## src/rtl/if_stage.sv

```systemverilog
// Instruction-fetch stage: PC register, next-PC select and IF/ID pipeline register.
// Optional performance counters (Stall_cnt / Flush_cnt) are enabled by defining PERF_CNT_EN.
module if_stage #(
    parameter logic [31:0] RESET_PC  = 32'h0000_0000,
    parameter logic [31:0] NOP_INSTR = 32'h0000_0000
) (
    input  logic        clk,
    input  logic        reset,
    input  logic        PC_Wr_en,
    input  logic        IF_ID_Wr_en,
    input  logic        IF_ID_flush,
    input  logic        Branch_taken,
    input  logic [31:0] Branch_target,
    input  logic        Jump,
    input  logic [31:0] Jump_target,
    input  logic        JumpReg,
    input  logic [31:0] JumpReg_target,
    output logic [31:0] IM_addr,
    input  logic [31:0] IM_data,
    output logic [31:0] PC,
    output logic [31:0] IF_ID_Instruction,
    output logic [31:0] IF_ID_PC_plus4,
    output logic        IF_ID_valid
`ifdef PERF_CNT_EN
    ,
    output logic [31:0] Stall_cnt,
    output logic [31:0] Flush_cnt
`endif
);

    logic [31:0] pc_q, pc_d;
    logic [31:0] pc_plus4;
    logic [31:0] next_pc;
    logic [31:0] instr_q, instr_d;
    logic [31:0] pc4_q, pc4_d;
    logic        valid_q, valid_d;

    assign pc_plus4 = pc_q + 32'd4;

    // A taken branch comes from EX, so the jump decoded in ID behind it is wrong-path.
    always_comb begin
        next_pc = pc_plus4;
        if (Branch_taken) begin
            next_pc = Branch_target;
        end else if (JumpReg && valid_q) begin
            next_pc = JumpReg_target & ~32'd3;
        end else if (Jump && valid_q) begin
            next_pc = Jump_target;
        end
    end

    always_comb begin
        pc_d = pc_q;
        if (PC_Wr_en || Branch_taken) begin
            pc_d = next_pc;
        end
    end

    always_comb begin
        instr_d = instr_q;
        pc4_d   = pc4_q;
        valid_d = valid_q;
        if (IF_ID_flush) begin
            instr_d = NOP_INSTR;
            pc4_d   = 32'd0;
            valid_d = 1'b0;
        end else if (IF_ID_Wr_en) begin
            instr_d = IM_data;
            pc4_d   = pc_plus4;
            valid_d = 1'b1;
        end
    end

    always_ff @(posedge clk or negedge reset) begin
        if (!reset) begin
            pc_q    <= RESET_PC;
            instr_q <= NOP_INSTR;
            pc4_q   <= 32'd0;
            valid_q <= 1'b0;
        end else begin
            pc_q    <= pc_d;
            instr_q <= instr_d;
            pc4_q   <= pc4_d;
            valid_q <= valid_d;
        end
    end

    assign IM_addr           = pc_q;
    assign PC                = pc_q;
    assign IF_ID_Instruction = instr_q;
    assign IF_ID_PC_plus4    = pc4_q;
    assign IF_ID_valid       = valid_q;

`ifdef PERF_CNT_EN
    logic [31:0] stall_cnt_q, stall_cnt_d;
    logic [31:0] flush_cnt_q, flush_cnt_d;

    // Both counters stick at all-ones rather than wrapping.
    always_comb begin
        stall_cnt_d = stall_cnt_q;
        flush_cnt_d = flush_cnt_q;
        if (!IF_ID_Wr_en && !IF_ID_flush && (stall_cnt_q != 32'hFFFF_FFFF)) begin
            stall_cnt_d = stall_cnt_q + 32'd1;
        end
        if (IF_ID_flush && (flush_cnt_q != 32'hFFFF_FFFF)) begin
            flush_cnt_d = flush_cnt_q + 32'd1;
        end
    end

    always_ff @(posedge clk or negedge reset) begin
        if (!reset) begin
            stall_cnt_q <= 32'd0;
            flush_cnt_q <= 32'd0;
        end else begin
            stall_cnt_q <= stall_cnt_d;
            flush_cnt_q <= flush_cnt_d;
        end
    end

    assign Stall_cnt = stall_cnt_q;
    assign Flush_cnt = flush_cnt_q;
`endif

endmodule
```

## config.mk

```make
export PLATFORM = sky130hd
export DESIGN_NAME = if_stage
export DESIGN_NICKNAME = d
export VERILOG_FILES = /design/src/rtl/if_stage.sv
export SDC_FILE = /design/constraint.sdc
export NUM_CORES = 1
export LEC_CHECK = 0
export CAP_MARGIN = 10
export CORE_ASPECT_RATIO = 1.1
export CORE_MARGIN = 2
export CORE_UTILIZATION = 45
export DETAILED_ROUTE_END_ITERATION = 10
export PLACE_DENSITY_LB_ADDON = 0.1
export SLEW_MARGIN = 0
export SYNTH_ARGS = -nofsm -noshare
export SYNTH_HDL_FRONTEND = slang
export SYNTH_SLANG_ARGS = --single-unit
```

## constraint.sdc

```tcl
create_clock -name clk -period 2.9 [get_ports clk]
set_input_delay 0.58 -clock clk [delete_from_list [all_inputs] [get_ports clk]]
set_output_delay 0.58 -clock clk [all_outputs]
set_load 0.1 [all_outputs]
```

==> results.toml, run 1 <==
[floorplanning]
floorplan.rows = 42
initial_core_util_pct = 46.2
dieHeight_um = 121
die_boundary_width_um = 110
design.die.area_mm2 = 0.0133
core_area_mm2 = 0.0120
ios = 265

[yosys]
post_synth_inst_count = 612
synth_adder_area_share_pct = 0.225
synth_seq_area_share_pct = 43.7
synth-compound-area-share_pct = 18.2
synth_flop_cell = "sky130_fd_sc_hd__dfrtp_1"
edff_count_synth = 0
synth.net_count = 749
synth-simple-area-share_pct = 17.9
syn_area_mm2 = 0.00556
muxShareOfSynthArea_pct = 7.43
number_of_warnings_printed_during_yosys_synthesis = 0
synth-xor-area-share_pct = 4.10
synth-seq-cells = 97
combinational_family_with_the_most_area_after_synthesis = "compound AO/OA/AOI/OAI gates"
postSynth.asyncResetShare_pct = 100
synth_cell_types = 62
syn-mean-instance-area_um2 = 9.08

[routing]
routed_wire_length_per_instance_um = 19.6
dr.pass1.iters = 5
via_count = 5615
antenna_left = 0
route.detailed.drc = 0
dr.first_iter.drc_count = 488
detail_route.vias_per_cell = 5.67
wirelength_mm = 19.4

[placed_design]
weighted_congestion_reported_at_the_end_of_routability_driven_placement = 0.916
port_buffers = 262
dp.cells = 975
post_dp_cell_area_mm2 = 0.00780
dp.final_hpwl_mm = 14.8

[grt]
pin_count_of_the_biggest_net_entering_global_routing = 69
gr-usage-met1_pct = 37.4
grt.met3_usage_pct = 7.22
met2_usage_pct = 48.0
grt_most_used_layer = "met2"
antenna_violations_before_repair = 0
globalRoute.totalOverflow = 0
grt_first_pass_wirelength_mm = 29.6
grt_util_all_layers_pct = 29.3
first_global_vias = 5503

[clock_tree]
cts.reportedPaths.clkPinSlew_ns = 0.07
numCtsBuffers = 9
cts_resized = 0
cts_tree = "built"
clock_path_buffers = 2
cts_setup_buffers = 0
ctsHoldBuffers = 0
ctsHtreeMaxLevel = 3
clock-root-buffer = "sky130_fd_sc_hd__clkbuf_16"
insertion_delay_ns = 0.35
clock_tree_sinks = 97

[setup_path]
start_kind = "flop"
timing.critical_path.to_type = "flop"
crit_path_kind = "flop to flop"
worst-endpoint-required_ns = 3.12
crit_fanout = 7
critical_path_arrival_ns = 2.69

[hold_path]
worst_min_path_class = "input pin to asynchronous set/reset pin"

[final_layout]
post_layout_nonfiller_instances = 991
fin_nets = 969
area.growth.synth_to_final_pct = 45.9
antenna_cells = 0
drive_above_1_share_pct = 21.6
finish.instance_area_mm2 = 0.00811
layout_commonest_cell = "sky130_fd_sc_hd__buf_4"
layout_common_cells = "sky130_fd_sc_hd__buf_4 (151), sky130_fd_sc_hd__clkdlybuf4s50_1 (129), sky130_fd_sc_hd__dfrtp_1 (97), sky130_fd_sc_hd__nor2_1 (97), sky130_fd_sc_hd__nand2_1 (45)"

[timing]
fmax_mhz = 404
post-route-min-period_ns = 2.47
fin_skew_ns = 0.00757
slew-limit-headroom_pct = 42.0
worst_slew_pin_tran_ns = 0.870
slew_violations = 0
grt_setup_unrepaired = "no"
post-route-period-util_pct = 85.3
finalHoldViolCount = 0
report.final.setup_viol = 0
fin_tns_setup_ns = 0

[power]
leakagePower_nw = 3.72
p_per_area_mw_per_mm2 = 630
max-vdd-ir-drop_mv = 0.320

[flow_run]
drv.max_cap_violation_count = 0

[status]
status = "completed"
## flip-flops by register name, summed over array words and instances (netlist names)
signal	cells
IF_ID_PC_plus4	32
IM_addr	32
IF_ID_valid	1
IF_ID_Instruction	32
## worst paths after layout
| check | start | endpoint | slack [ns] | cells past startpoint |
|---|---|---|---|---|
| worst min register to register | IF_ID_PC_plus4[0] | IF_ID_PC_plus4[0] | 0.52 | 2 |
| worst max register to register | IM_addr[3] | IM_addr[14] | 0.43 | 6 |
| max in group asynchronous | reset | IF_ID_PC_plus4[28] | 1.75 | 2 |
| min in group clk | IF_ID_PC_plus4[0] | IF_ID_PC_plus4[0] | 0.52 | 2 |
| worst max-delay path | IM_addr[3] | IM_addr[14] | 0.43 | 6 |
| worst min-delay path | reset | IF_ID_Instruction[2] | 0.34 | 1 |
## cells by family after synthesis
logic type	Yosys count
and+or+nand+nor	211
AOI/OAI and AO/OA	146
DFF	97
buffers and inverters	90
muxes	41
xor gates and xnor gates	26
adders and majority gates	1
## power breakdown
part	total (W)	switching [W]	leakage, nW	internal (W)
combinational	0.00225	0.00169	2.35	0.000564
sequential	0.00162	0.000151	1.23	0.00147
clock	0.00124	0.000562	0.140	0.000677
total	0.00511	0.00240	3.72	0.00271
## critical path: stages, from the launching register on
cell and delay, ns:
sky130_fd_sc_hd__dfrtp_1 0.52, sky130_fd_sc_hd__ha_1 0.33, sky130_fd_sc_hd__nand4_1 0.26, sky130_fd_sc_hd__or4_1 0.63, sky130_fd_sc_hd__o32ai_1 0.32, sky130_fd_sc_hd__o211ai_1 0.13, sky130_fd_sc_hd__o311ai_0 0.14
## per-layer routing
metal / wire, um / share of wire (%) / up-vias
met2: 9370 / 48 / 324
li1: - / - / 2604
met4: 563 / 2.9 / 0
met5: 0 / 0 / -
met3: 1860 / 9.6 / 51
met1: 7580 / 39 / 2636
## per-stage QoR
| step | power, W | setup slack, ns | utilization, % | hold WS [ns] |
|---|---|---|---|---|
| after CTS | 0.00510 | 0.427 | 67.4 | 0.379 |
| after global placement | 0.00387 | 0.386 | 64.9 | 0.503 |
| after global routing | 0.00528 | 0.282 | 67.4 | 0.413 |
| final | 0.00511 | 0.428 | 67.4 | 0.338 |
| after floorplan | 0.00331 | 0.206 | - | 0.284 |
| after detailed placement | 0.00389 | 0.336 | 64.9 | 0.511 |
## cell usage after synthesis (2+ instances only)
cell	number	area share [%]
sky130_fd_sc_hd__a221o_1	4	0.72
sky130_fd_sc_hd__a2bb2oi_1	3	0.47
sky130_fd_sc_hd__xor2_1	15	2.4
sky130_fd_sc_hd__nand3_4	2	0.63
sky130_fd_sc_hd__inv_1	15	1.0
sky130_fd_sc_hd__nor2_1	97	6.6
sky130_fd_sc_hd__o22ai_1	4	0.45
sky130_fd_sc_hd__a21boi_0	2	0.27
sky130_fd_sc_hd__nand4_1	10	1.1
sky130_fd_sc_hd__and2_1	2	0.23
sky130_fd_sc_hd__and3_1	10	1.1
sky130_fd_sc_hd__buf_4	32	4.3
sky130_fd_sc_hd__nand2_1	45	3.0
sky130_fd_sc_hd__a311oi_1	4	0.63
sky130_fd_sc_hd__o211ai_1	4	0.54
sky130_fd_sc_hd__or3_1	2	0.23
sky130_fd_sc_hd__o31ai_1	2	0.27
sky130_fd_sc_hd__a21oi_1	36	3.2
sky130_fd_sc_hd__o21ai_0	22	2.0
sky130_fd_sc_hd__xnor2_1	11	1.7
sky130_fd_sc_hd__a22oi_1	3	0.41
sky130_fd_sc_hd__nand3_1	17	1.5
sky130_fd_sc_hd__a21o_1	2	0.27
sky130_fd_sc_hd__o221ai_1	4	0.63
sky130_fd_sc_hd__and4_1	3	0.47
sky130_fd_sc_hd__a221oi_1	4	0.63
sky130_fd_sc_hd__nor3_1	13	1.2
sky130_fd_sc_hd__a211oi_1	30	4.1
sky130_fd_sc_hd__buf_1	10	0.68
sky130_fd_sc_hd__clkbuf_1	27	1.8
sky130_fd_sc_hd__a22o_1	4	0.63
sky130_fd_sc_hd__buf_2	4	0.36
sky130_fd_sc_hd__mux2i_1	39	7.0
sky130_fd_sc_hd__dfrtp_1	97	44
sky130_fd_sc_hd__and3b_1	2	0.32
sky130_fd_sc_hd__nor4_1	2	0.23
sky130_fd_sc_hd__a31oi_1	4	0.45
## final cells by class
| type | instances | area (um2) |
|---|---|---|
| Sequential cell | 97 | 2430 |
| Timing Repair Buffer | 284 | 2470 |
| Tap cell | 154 | 193 |
| Fill cell | 1003 | 3930 |
| Inverter | 15 | 56.3 |
| Clock buffer | 9 | 225 |
| Multi-Input combinational cell | 425 | 2650 |
| Clock inverter | 7 | 77.6 |
Power figures use the tool's default switching activity.
==> run 2: changes to the inputs <==
- SKIP_CTS_REPAIR_TIMING: not set -> 1
==> results of run 2 <==
Same layout as run 1: the final DEF is identical, and so are final timing and power.
==> run 3: changes to the inputs <==
- CORE_UTILIZATION: 45 -> 46
- CTS_BUF_LIST: not set -> sky130_fd_sc_hd__clkbuf_8
==> run 3 against run 2 <==
  * Sequential share of layout area grew 0.48 points
  * Clock-buffer cell count grew 2
  * Worst setup slack gained 0.028 ns
  * Utilization shrank 0.49 points
  * Clock power shrank 31%
  * Sequential power is essentially flat
  * Global-route usage grew 0.16 points
  * Critical endpoint is now IM_addr[22]
  * Largest cell class unchanged
  * Highest routed layer unchanged
==> results.toml, run 3 (synthesis results as in run 1) <==
[setup_path]
crit_fanout = 7
start_kind = "flop"
critical_path_arrival_ns = 2.77
timing.critical_path.to_type = "flop"
worst-endpoint-required_ns = 3.23
crit_path_kind = "flop to flop"

[placed_design]
dp.final_hpwl_mm = 14.2
weighted_congestion_reported_at_the_end_of_routability_driven_placement = 0.902
post_dp_cell_area_mm2 = 0.00779
pre_cts_setup_slack_ns = 0.413
port_buffers = 262

[final_layout]
layout_commonest_cell = "sky130_fd_sc_hd__buf_4"
drive_above_1_share_pct = 21.4
layout.core_utilization_pct = 66.9
finish.instance_area_mm2 = 0.00798
layout_common_cells = "sky130_fd_sc_hd__buf_4 (149), sky130_fd_sc_hd__clkdlybuf4s50_1 (129), sky130_fd_sc_hd__dfrtp_1 (97), sky130_fd_sc_hd__nor2_1 (97), sky130_fd_sc_hd__nand2_1 (45)"
area.growth.synth_to_final_pct = 43.6
fin_nets = 967
antenna_cells = 0

[floorplanning]
die_boundary_width_um = 109
floorplan.rows = 42
core_area_mm2 = 0.0119
ios = 265
initial_core_util_pct = 46.6
dieHeight_um = 119
design.die.area_mm2 = 0.0130

[power]
combPwrFrac_pct = 47.5
p_per_area_mw_per_mm2 = 591
leakagePower_nw = 3.67
max-vdd-ir-drop_mv = 0.379
totalPowerFinal_w = 0.00471
cell_internal_pwr_w = 0.00239
power.clock.fraction_pct = 18.3
total_switching_power_w = 0.00232
switching_share_pct = 49.3
reg_power_share_pct = 34.3

[timing]
post-route-period-util_pct = 84.3
slew-limit-headroom_pct = 56.8
fin_tns_setup_ns = 0
finalHoldViolCount = 0
worst_slew_pin_tran_ns = 0.645
report.final.setup_viol = 0
postLayoutSetupSlackWorst_ns = 0.455
fmax_mhz = 409
grt_setup_unrepaired = "no"
slew_violations = 0
post-route-min-period_ns = 2.44
fin_skew_ns = 0.0114

[clock_tree]
clock-root-buffer = "sky130_fd_sc_hd__clkbuf_8"
clock_path_buffers = 2
insertion_delay_ns = 0.38
cts.reportedPaths.clkPinSlew_ns = 0.10
cts_tree = "built"
ctsHtreeMaxLevel = 3
numCtsBuffers = 9
clock_tree_sinks = 97

[routing]
routed_wire_length_per_instance_um = 19.3
wirelength_mm = 19.1
via_count = 5633
dr.pass1.iters = 5
route.detailed.drc = 0
antenna_left = 0
detail_route.vias_per_cell = 5.70
dr.first_iter.drc_count = 372

[grt]
grt_first_pass_wirelength_mm = 29.1
pin_count_of_the_biggest_net_entering_global_routing = 50
first_global_vias = 5453
grt_util_all_layers_pct = 29.5
antenna_violations_before_repair = 0
globalRoute.totalOverflow = 0

[hold_path]
worst_min_path_class = "input pin to asynchronous set/reset pin"

[flow_run]
drv.max_cap_violation_count = 0

[status]
status = "completed"
## run 3: cell types whose count changed in the layout (fill, tap and decap cells not counted)
cell                         delta
sky130_fd_sc_hd__clkinvlp_4     -1
sky130_fd_sc_hd__inv_8          -1
sky130_fd_sc_hd__bufinv_16      -1
sky130_fd_sc_hd__clkinv_4       +1
sky130_fd_sc_hd__clkbuf_8      +11
sky130_fd_sc_hd__clkbuf_16      -9
sky130_fd_sc_hd__buf_4          -2
## run 3: power groups by stage
stage          logic (W)  clock network (W)  registers [W]
2_1_floorplan   0.000868                  0        0.00244
3_3_place_gp     0.00222                  0        0.00163
3_5_place_dp     0.00224                  0        0.00164
4_1_cts          0.00224           0.000878        0.00161
5_1_grt          0.00232           0.000934        0.00163
6_report         0.00224           0.000860        0.00161
## run 3: layer usage
metal	track usage (%)	vias to the layer above	wire [um]
li1	-	2587	-
met1	37.2	2713	7470
met2	49.5	297	9440
met3	5.64	36	1660
met4	11.5	0	494
met5	0	-	0
## run 3: metrics by stage
stage / cells / hold slack, ns
2_1_floorplan: 612 / 0.284
3_3_place_gp: 973 / 0.503
3_5_place_dp: 973 / 0.510
4_1_cts: 989 / 0.225
5_1_grt: 989 / 0.261
6_report: 989 / 0.218
## run 3: path summary, 6_finish.rpt
check                                  startpoint                    end  slack, ns  depth (start not counted)
worst max-delay path                   IM_addr[3]            IM_addr[22]       0.46                          6
worst min-delay path                        reset  IF_ID_Instruction[12]       0.22                          1
worst max register to register         IM_addr[3]            IM_addr[22]       0.46                          6
worst min register to register  IF_ID_PC_plus4[0]      IF_ID_PC_plus4[0]       0.53                          2
max in group asynchronous                   reset  IF_ID_Instruction[31]       1.96                          2
min in group clk                IF_ID_PC_plus4[0]      IF_ID_PC_plus4[0]       0.53                          2
## run 3: layout make-up
class | instances | area, um2
inverter | 15 | 56.3
fill | 1004 | 3950
sequential | 97 | 2430
clock inverter | 5 | 37.5
clock buffer | 11 | 151
multi-input combinational | 425 | 2650
timing repair buffer | 282 | 2460
tap | 154 | 193
## run 3: worst max-delay path, stage by stage, from the launching register on
cell,delay (ns)
sky130_fd_sc_hd__dfrtp_1,0.51
sky130_fd_sc_hd__ha_1,0.31
sky130_fd_sc_hd__nand4_1,0.30
sky130_fd_sc_hd__nor4_2,0.56
sky130_fd_sc_hd__nand3_1,0.21
sky130_fd_sc_hd__a21boi_0,0.27
sky130_fd_sc_hd__o221a_2,0.23
==> patch 1, RTL diff (settings of run 1) <==
Build with the macro `PERF_CNT_EN` defined.
--- a/src/rtl/if_stage.sv
+++ b/src/rtl/if_stage.sv
@@ -1,5 +1,7 @@
 // Instruction-fetch stage: PC register, next-PC select and IF/ID pipeline register.
 // Optional performance counters (Stall_cnt / Flush_cnt) are enabled by defining PERF_CNT_EN.
+`define PERF_CNT_EN
+
 module if_stage #(
     parameter logic [31:0] RESET_PC  = 32'h0000_0000,
     parameter logic [31:0] NOP_INSTR = 32'h0000_0000
Function (old outputs only; new: Flush_cnt and Stall_cnt): kept (equiv_simple and equiv_induct, registers matched by name and starting in step).
==> patch 1 against run 1 <==
Via count grew 49%; total power grew 64%; utilization shrank 3.6 points; cell area grew 51%; die area grew 56%; synthesized cell count grew 56%; largest power group unchanged; sequential power grew 72%; routed wire length grew 47%; fmax shrank 2.2%; sequential cell count grew 64; worst setup slack lost 0.055 ns; clock skew grew 0.0041 ns; critical path type unchanged; synthesized area grew 59%; sequential share of layout area grew 3.1 points; highest routed layer unchanged.
==> patch 1: results <==
export IMPL_run_status="finished clean"
export IMPL_vias_per_cell=5.58
export IMPL_cts_path_max_buffers=2
export IMPL_arrival_ns=2.83
export IMPL_placed_cells=1464
export IMPL_grtUsageTotal=0.276
export IMPL_fin_cells=1496
export IMPL_fillers=1658
export IMPL_clock_skew_ns=0.0117
export IMPL_p_comb_w=0.00344
export IMPL_grt_pass1_vias=7945
export IMPL_nets=1375
export IMPL_synth_nets=1091
export IMPL_yosys_area_share_adder=0.00426
export IMPL_ys_types=59
export IMPL_synth_top_cells_by_area="dfrtp_1 46%, nor2_1 5.5%, mux2i_1 4.7%, xnor2_1 4.6%, nand4_1 3.1%"
export IMPL_antenna_found_initial=0
export IMPL_async_reset_ff_frac=1.00
export IMPL_io_buffers=326
export IMPL_htreeDepth=4
export IMPL_finalPower_w=0.00838
export IMPL_relSlewSlack=0.316
export IMPL_synth_mux_area_frac=0.0492
export IMPL_cts_root_buf="clkbuf_16"
export IMPL_cp_max_fo=8
export IMPL_grt_pass1_wl_um=43600
export IMPL_synthXorXnorAreaFrac=0.0726
export IMPL_wl_per_cell_um=19.0
export IMPL_drive_above_1_share=0.217
export IMPL_seq_area_frac_synth=0.458
export IMPL_p_int_w=0.00442
export IMPL_synthTopCellsByCount="161 x dfrtp_1, 130 x nor2_1, 66 x nand2_1"
export IMPL_hold_path_class="in2async"
export IMPL_place_ws_ns=0.401
export IMPL_dr_pass1_iters=7
export IMPL_place_gp_congestion=0.893
export IMPL_numCtsBuffers=17
export IMPL_powerClk_w=0.00215
export IMPL_p_leak_nw=5.56
export IMPL_dpl_instance_area_um2=11700
export IMPL_cts_repair_resized=0
export IMPL_yosysWarnings=0
export IMPL_synth_compound_gate_area_share=0.132
export IMPL_synth_area_per_cell_um2=9.25
export IMPL_drt_iter0_markers=555
export IMPL_synth_ff_type="dfrtp_1"
export IMPL_grt_start_max_net_pins=91
export IMPL_dp_hpwl_um=21400
export IMPL_peakVddDrop_uv=966
export IMPL_clk_latency_ns=0.43
## patch 1: final timing paths
check | startpoint | endpoint | slack (ns) | cells after the start
max | Flush_cnt[16] | Flush_cnt[26] | 0.37 | 6
min | reset | Flush_cnt[27] | 0.11 | 1
max reg2reg | Flush_cnt[16] | Flush_cnt[26] | 0.37 | 6
min reg2reg | Stall_cnt[18] | Stall_cnt[18] | 0.50 | 1
max in group asynchronous | reset | IF_ID_Instruction[22] | 2.08 | 2
min in group clk | Stall_cnt[18] | Stall_cnt[18] | 0.50 | 1
## patch 1: cells by family after synthesis
kind of cell / after synthesis
muxes: 43
adders and majority gates: 3
xor gates and xnor gates: 73
AOI/OAI and AO/OA: 174
buffers and inverters: 107
DFF: 161
and+or+nand+nor: 391
## patch 1: area by class of cell
| class | count | area (µm²) | area share |
|---|---|---|---|
| multi-input cells | 684 | 4240 | 0.347 |
| repair buffers | 353 | 3000 | 0.246 |
| inverters | 19 | 71.3 | 0.00584 |
| flip-flops and latches | 161 | 4030 | 0.330 |
| clock buffers | 19 | 443 | 0.0362 |
| well taps | 247 | 309 | 0.0253 |
| clock inverters | 13 | 116 | 0.00952 |
## patch 1: critical path, cell delays in order (launching register included)
cell and delay (ns):
dfrtp_1 0.45, nand4_1 0.16, or3_1 0.44, o31ai_1 0.88, buf_4 0.27, nor3_1 0.06, xor2_1 0.14
## patch 1: metal layers
layer  vias to the layer above  track usage  part of all wire
met2                       370        0.453              0.49
li1                       3973            -                 -
met3                        50       0.0613             0.072
met1                      3949        0.352              0.41
met5                         -            0                 0
met4                         0        0.108             0.031
==> patch 2, RTL diff (config.mk and constraints of run 1) <==
Without the edit above. Put one more register stage on the output `IF_ID_valid`, with the module's reset. The value now appears one clock later. The other outputs are not delayed to match.
--- a/src/rtl/if_stage.sv
+++ b/src/rtl/if_stage.sv
@@ -89,7 +89,13 @@
     assign PC                = pc_q;
     assign IF_ID_Instruction = instr_q;
     assign IF_ID_PC_plus4    = pc4_q;
-    assign IF_ID_valid       = valid_q;
+    always_ff @(posedge clk or negedge reset) begin
+        if (!reset) begin
+            IF_ID_valid <= '0;
+        end else begin
+            IF_ID_valid <= valid_q;
+        end
+    end
 
 `ifdef PERF_CNT_EN
     logic [31:0] stall_cnt_q, stall_cnt_d;
Behaviour: not the same (Yosys sat finds a counterexample within 4 cycles, from zero or initial values and one cycle with reset low).
==> patch 2 against run 1 <==
Routed wire length increased by 1.2%; final cell count increased by 0.20%; utilization about the same; synthesized area increased by 0.45%; sequential cell count increased by 1; cell area increased by 0.40%; via count decreased by 0.16%; worst setup slack got worse by 0.00060 ns; total power increased by 0.58%; critical path type unchanged.
==> patch 2: results <==
export IMPL_run_status="finished clean"
export IMPL_place_ws_ns=0.322
export IMPL_synthTopCellsByCount="98 x dfrtp_1, 97 x nor2_1, 45 x nand2_1"
export IMPL_drt_iter0_markers=333
export IMPL_grt_pass1_wl_um=29500
export IMPL_critPathMaxStageDelay_ns=0.59
export IMPL_slowest_stage="nor4_2"
export IMPL_reg2reg_to="IM_addr[22]"
export IMPL_peakVddDrop_uv=388
export IMPL_arrival_ns=2.76
export IMPL_vias=5606
export IMPL_place_gp_congestion=0.937
export IMPL_drive_above_1_share=0.217
export IMPL_dp_hpwl_um=14800
export IMPL_nets=971
export IMPL_fillers=971
export IMPL_seq_area_frac_synth=0.439
export IMPL_wirelength_um=19600
export IMPL_grtUsageTotal=0.291
export IMPL_grt_start_max_net_pins=52
export IMPL_worst_pin_slew_ns=0.788
export IMPL_grt_pass1_vias=5484
export IMPL_placed_cells=977
export IMPL_combPwrFrac=0.438
export IMPL_core_area_um2=12100
export IMPL_synthCells=613
## patch 2: cell types whose count changed after synthesis
cell / change
dfrtp_1: +1
## patch 2: routing by layer
layer,vias up,global-route usage,wire (µm)
li1,2604,-,-
met2,252,0.481,9730
met1,2724,0.385,8000
met3,26,0.0512,1550
met4,0,0.0922,332
met5,-,0,0
## patch 2: cell type report
cell class / count / area, µm² / area share
Clock buffer: 9 / 225 / 0.0277
Timing Repair Buffer: 285 / 2480 / 0.305
Clock inverter: 7 / 77.6 / 0.00953
Inverter: 15 / 56.3 / 0.00692
Multi-Input combinational cell: 425 / 2650 / 0.326
Sequential cell: 98 / 2450 / 0.301
Tap cell: 154 / 193 / 0.0237
## patch 2: logic make-up (layout without fill, tap and decap cells)
kind of cell,after synthesis,in the layout,share of synthesized area
simple gates,211,211,0.178
flops,98,98,0.439
fa+ha+maj,1,1,0.00224
compound gates,146,146,0.181
buf+inv,90,316,0.0850
mux,41,41,0.0740
xor+xnor,26,26,0.0408
